==> src/rtl/counter_pkg.sv <==
// rtl/counter_pkg.sv - shared seven-segment constants for the up/down modulo counter
package counter_pkg;

    localparam int SEG_W = 7;

    // Active-low segment patterns, bit order g..a
    localparam logic [SEG_W-1:0] SEG_0     = 7'b100_0000;
    localparam logic [SEG_W-1:0] SEG_1     = 7'b111_1001;
    localparam logic [SEG_W-1:0] SEG_2     = 7'b010_0100;
    localparam logic [SEG_W-1:0] SEG_3     = 7'b011_0000;
    localparam logic [SEG_W-1:0] SEG_4     = 7'b001_1001;
    localparam logic [SEG_W-1:0] SEG_5     = 7'b001_0010;
    localparam logic [SEG_W-1:0] SEG_6     = 7'b000_0010;
    localparam logic [SEG_W-1:0] SEG_7     = 7'b111_1000;
    localparam logic [SEG_W-1:0] SEG_8     = 7'b000_0000;
    localparam logic [SEG_W-1:0] SEG_9     = 7'b001_0000;
    localparam logic [SEG_W-1:0] SEG_A     = 7'b000_1000;
    localparam logic [SEG_W-1:0] SEG_B     = 7'b000_0011;
    localparam logic [SEG_W-1:0] SEG_C     = 7'b100_0110;
    localparam logic [SEG_W-1:0] SEG_D     = 7'b010_0001;
    localparam logic [SEG_W-1:0] SEG_E     = 7'b000_0110;
    localparam logic [SEG_W-1:0] SEG_F     = 7'b000_1110;
    localparam logic [SEG_W-1:0] SEG_BLANK = 7'h7f;

endpackage

==> src/rtl/hex7seg.sv <==
// rtl/hex7seg.sv - combinational nibble to active-low seven-segment decoder
module hex7seg
    import counter_pkg::*;
(
    input  logic [3:0]       i_nib,
    output logic [SEG_W-1:0] o_seg
);

    always_comb begin
        o_seg = SEG_BLANK;
        case (i_nib)
            4'h0: o_seg = SEG_0;
            4'h1: o_seg = SEG_1;
            4'h2: o_seg = SEG_2;
            4'h3: o_seg = SEG_3;
            4'h4: o_seg = SEG_4;
            4'h5: o_seg = SEG_5;
            4'h6: o_seg = SEG_6;
            4'h7: o_seg = SEG_7;
            4'h8: o_seg = SEG_8;
            4'h9: o_seg = SEG_9;
            4'hA: o_seg = SEG_A;
            4'hB: o_seg = SEG_B;
            4'hC: o_seg = SEG_C;
            4'hD: o_seg = SEG_D;
            4'hE: o_seg = SEG_E;
            4'hF: o_seg = SEG_F;
            default: o_seg = SEG_BLANK;
        endcase
    end

endmodule

==> src/rtl/updown_mod_counter.sv <==
// rtl/updown_mod_counter.sv - up/down modulo-N counter with load, wrap/saturate, tc, sticky ovf
module updown_mod_counter
    import counter_pkg::*;
#(
    parameter int     WIDTH   = 8,
    parameter longint MODULUS = 256
) (
    input  logic                     clk,
    input  logic                     clear_b,
    input  logic                     en,
    input  logic                     up,
    input  logic                     sat,
    input  logic                     load,
    input  logic [WIDTH-1:0]         load_val,
    input  logic                     clr_ovf,
    output logic [WIDTH-1:0]         count,
    output logic                     tc,
    output logic                     ovf,
    output logic [SEG_W*(WIDTH/4)-1:0] hex
);

    localparam int DIGITS = WIDTH / 4;
    localparam logic [WIDTH-1:0] MAX_VAL = WIDTH'(MODULUS - 1);

    logic [WIDTH-1:0] r_count;
    logic             r_tc;
    logic             r_ovf;

    logic             w_at_bound;
    logic [WIDTH-1:0] w_step;
    logic [WIDTH-1:0] w_wrap;
    logic [WIDTH-1:0] w_load;

    // Boundary is detected against MAX_VAL/0 before stepping, so the
    // increment never relies on 2**WIDTH rollover.
    always_comb begin
        w_at_bound = up ? (r_count == MAX_VAL) : (r_count == '0);
        w_step     = up ? (r_count + 1'b1) : (r_count - 1'b1);
        w_wrap     = up ? '0 : MAX_VAL;
        w_load     = (load_val > MAX_VAL) ? MAX_VAL : load_val;
    end

    always_ff @(posedge clk or negedge clear_b) begin
        if (!clear_b) begin
            r_count <= '0;
            r_tc    <= 1'b0;
            r_ovf   <= 1'b0;
        end else if (load) begin
            r_count <= w_load;
            r_tc    <= 1'b0;
            r_ovf   <= 1'b0;
        end else if (en && w_at_bound) begin
            r_count <= sat ? r_count : w_wrap;
            r_tc    <= 1'b1;
            r_ovf   <= 1'b1;
        end else begin
            if (en) begin
                r_count <= w_step;
            end
            r_tc <= 1'b0;
            if (clr_ovf) begin
                r_ovf <= 1'b0;
            end
        end
    end

    assign count = r_count;
    assign tc    = r_tc;
    assign ovf   = r_ovf;

    for (genvar k = 0; k < DIGITS; k++) begin : g_digit
        hex7seg u_hex7seg (
            .i_nib (r_count[4*k +: 4]),
            .o_seg (hex[SEG_W*k +: SEG_W])
        );
    end

endmodule

==> config.mk <==
export PLATFORM = sky130hd
export DESIGN_NAME = updown_mod_counter
export DESIGN_NICKNAME = d
export VERILOG_FILES = /design/src/rtl/counter_pkg.sv /design/src/rtl/hex7seg.sv /design/src/rtl/updown_mod_counter.sv
export SDC_FILE = /design/constraint.sdc
export NUM_CORES = 1
export LEC_CHECK = 0
export CAP_MARGIN = 5
export CELL_PAD_IN_SITES_DETAIL_PLACEMENT = 0
export CELL_PAD_IN_SITES_GLOBAL_PLACEMENT = 2
export CORE_ASPECT_RATIO = 1.2
export CORE_MARGIN = 3
export CORE_UTILIZATION = 30
export DETAILED_ROUTE_END_ITERATION = 16
export PLACE_DENSITY = 0.82
export RECOVER_POWER = 25
export SLEW_MARGIN = 20
export SYNTH_ARGS = -nofsm -noshare
export SYNTH_HDL_FRONTEND = slang
export SYNTH_SLANG_ARGS = --single-unit
==> constraint.sdc <==
create_clock -name clk -period 5.15 [get_ports clk]
set_input_delay 0.7725 -clock clk [delete_from_list [all_inputs] [get_ports clk]]
set_output_delay 0.7725 -clock clk [all_outputs]
set_load 0.02 [all_outputs]
==> summary.md <==
| Metric | Value |
|---|---|
| Xor and xnor fraction of the mapped netlist area | 3.32% |
| Worst-Margin Slew | 0.661 ns |
| Most frequent CP cell | inv_1 |
| Clock Skews | 0.000613 ns |
| Capturing element type of the critical path | primary output |
| Most frequent cells in the layout | clkdlybuf4s50_1 (36), ha_1 (16), inv_1 (15), nor2_1 (12), a21oi_1 (11) |
| Worst R2R End | count[7]$_DFFE_PN0P_ |
| Number of instances in the placed design | 235 |
| Total track usage | 13.7% |
| Layout cells sized above 1 | 9.24% |
| Largest net degree at the start of global routing | 18 |
| Mean routed wirelength per cell | 14.8 µm |
| Via-to-Cell Ratio | 5.10 |
| CTS tree | done |
| Setup WS pre-CTS | 1.85 ns |
| First-pass DRT Iterations | 4 |
| RSZ-0062 raised after global routing | false |
| CP arrival | 2.36 ns |
| Post-synth EDFFs | 0 |
| Drt drc | 0 |
| Post-CTS setup buffers | 0 |
| Placed wire-length estimate | 2.76 mm |
| Placer Congestion | 0.795 |
| H-tree levels | 1 |
| Core area | 0.00410 mm² |
| Post-cts sizing count | 0 |
| Synth top area cells | dfrtp_1 (19%), ha_1 (15%), mux2i_1 (6.1%), inv_1 (4.3%), a21oi_1 (4.2%) |
| Critical path type | register to primary output |
| Initial Utilization | 32.2% |
| CP startpoint kind | register |
| Final slew viol count | 0 |
| Final nets | 218 |
| Sequential area share after synthesis | 19.0% |
| Share of the synthesized area in the top cell type | 19.0% |
| Hold_ws | 0.536 ns |
| Worst Reg-to-Reg Cells | 7 |
| Post-placement cell area | 0.00170 mm² |
| Die area | 0.00523 mm² |
| First-pass GRT wire length | 5.65 mm |
| Area of the multi-input gates | 948 µm² |
| Worst hold path class | register to register |
| Crit path largest cell delay | 0.55 ns |
| Setup WS post-layout | 2.02 ns |
| # setup viols final | 0 |
| Buf+Inv Stages, Crit Path | 3 |
| Vias post-DR | 1213 |
| Worst R2R Setup Slack | 2.65 ns |
| Design area | 0.00174 mm² |
| Critical path's top delay family | buffers and inverters |
| Fmax | 319 MHz |
| Synth unique cells | 46 |
| Clock sinks | 10 |
| Synthesized area per cell | 8.78 µm² |
| Final wirelength | 3.52 mm |
| Critical R2R Launch | count[3]$_DFFE_PN0P_ |
| Syn Inst Count | 150 |
| Worst Hold End | ovf$_DFFE_PN0P_ |
| Synth Cell Area | 0.00132 mm² |
| Fin cells | 238 |
| CTS root buf | clkbuf_8 |
| Skew-Pair Late Insertion Delay | 0.23 ns |
| DR iter-0 viols | 44 |
| Multiplexer area fraction after synthesis | 9.78% |
| Clock transition at path regs | 0.05 ns |
| Vias in the first global route | 1180 |
| Core Rows | 25 |
| Crit path cell chain | inv_1 > ha_1 > inv_1 > mux4_1 > clkdlybuf4s50_1 |
| Relative slew slack | 55.9% |
| Num ports | 39 |
| Height of the die | 78.6 µm |
| Setup TNS Final | 0 ns |
| Post-route ant nets | 0 |
| Final min period | 3.13 ns |
| Max VDD drop | 124 µV |
| Synth Area in Compound Gates | 25.0% |
| Commonest non-fill, non-tap cell in the layout | clkdlybuf4s50_1 |
| Seq. cell area | 250 µm² |
| Ys async rst share | 100% |
| Maxcap violations | 0 |
| Post-synthesis adder-cell area fraction | 16.7% |
| Area Growth Syn to Fin | 32.4% |
| Die W | 66.5 µm |
| Ys Warns | 0 |
| Crit-path slowest cell | clkdlybuf4s50_1 |
| CTS Buf Count | 3 |
| Grt total ovfl | 0 |
| CP Data Required Time | 4.38 ns |
| Period Utilization, post-route | 60.8% |
| Antenna violations before repair | 0 |
| # diodes | 0 |
| Outcome | complete, no violations |
| Max FO, Critical Path | 8 |
| Fill cells | 418 |
| Pwr Density | 369 mW/mm² |
| Hold Path Depth | 2 |
| Syn nets | 182 |
| Synth area leader | dfrtp_1 |
| Clock Tree Buf Depth | 2 |
| Leak | 0.754 nW |
| Hold Crit Start | ovf$_DFFE_PN0P_ |
| Cell depth of the worst setup path | 5 |
| Fin. Hold Viols | 0 |
| Ys flop type | dfrtp_1 |
| Cts hold-fix bufs | 0 |
| Largest family of logic cells by synthesized area | compound AO/OA/AOI/OAI gates |
| Synth Area in Simple Gates | 17.2% |
| # port buffers | 38 |
| FF+latch count, synth | 10 |
## stage by stage
stage	util [%]	total power, W
finish	42.6	0.000644
global route	42.6	0.000691
global placement	41.6	0.000560
detailed placement	41.6	0.000565
CTS	42.6	0.000650
floorplan	-	0.000411
## synth_stat cells, drive strengths merged (6+ instances only)
library cell / count
ha: 16
inv: 15
nor2: 13
a21oi: 12
dfrtp: 10
mux2i: 8
buf: 7
nand2: 7
o31ai: 7
o21ai: 6
## sequential cells by signal (all words and copies together) (netlist names)
| register | flops |
|---|---|
| count | 8 |
| ovf | 1 |
| tc | 1 |
## layout make-up
class                   count  area share [%]
clock buffers               3            2.37
inverters                  15            3.23
multi-input cells         118            54.4
flip-flops and latches     10            14.3
well taps                  54            3.87
repair buffers             38            21.8
## tightest hold or removal path: stages (launching register included)
cell      delay (ns)
dfrtp_1         0.37
nand2b_1        0.07
a21oi_1         0.06
## cells by family (layout without fill, tap and decap cells)
kind of cell | Yosys count | count (layout)
adder cells (fa/ha/maj) | 17 | 17
AND/OR/NAND/NOR | 41 | 41
AO/OA/AOI/OAI | 45 | 45
multiplexers | 10 | 10
XOR/XNOR | 5 | 5
buffers and inverters | 22 | 56
flip-flops | 10 | 10
## power breakdown
part	total (W)	internal, W	switching, W
Clock	0.0000820	0.0000512	0.0000308
Combinational	0.000423	0.000211	0.000212
Sequential	0.000139	0.0000912	0.0000480
Total	0.000644	0.000353	0.000291
## worst max path at each step
stage | from | endpoint | slack, ns
after floorplan | count[0]$_DFFE_PN0P_ | hex[3] | 2.71
after global placement | up | count[6]$_DFFE_PN0P_ | 1.93
after detailed placement | up | count[7]$_DFFE_PN0P_ | 1.85
after CTS | count[0]$_DFFE_PN0P_ | hex[3] | 2.00
after global routing | up | count[7]$_DFFE_PN0P_ | 1.87
final | count[0]$_DFFE_PN0P_ | hex[3] | 2.02
## routing by layer
| metal | global-route usage, % | wire, µm |
|---|---|---|
| met1 | 17.4 | 1720 |
| met2 | 23.7 | 1640 |
| met3 | 0.858 | 99 |
| met4 | 5.49 | 61 |
| met5 | 0 | 0 |
Note: power is estimated with default switching activity, not from simulation.
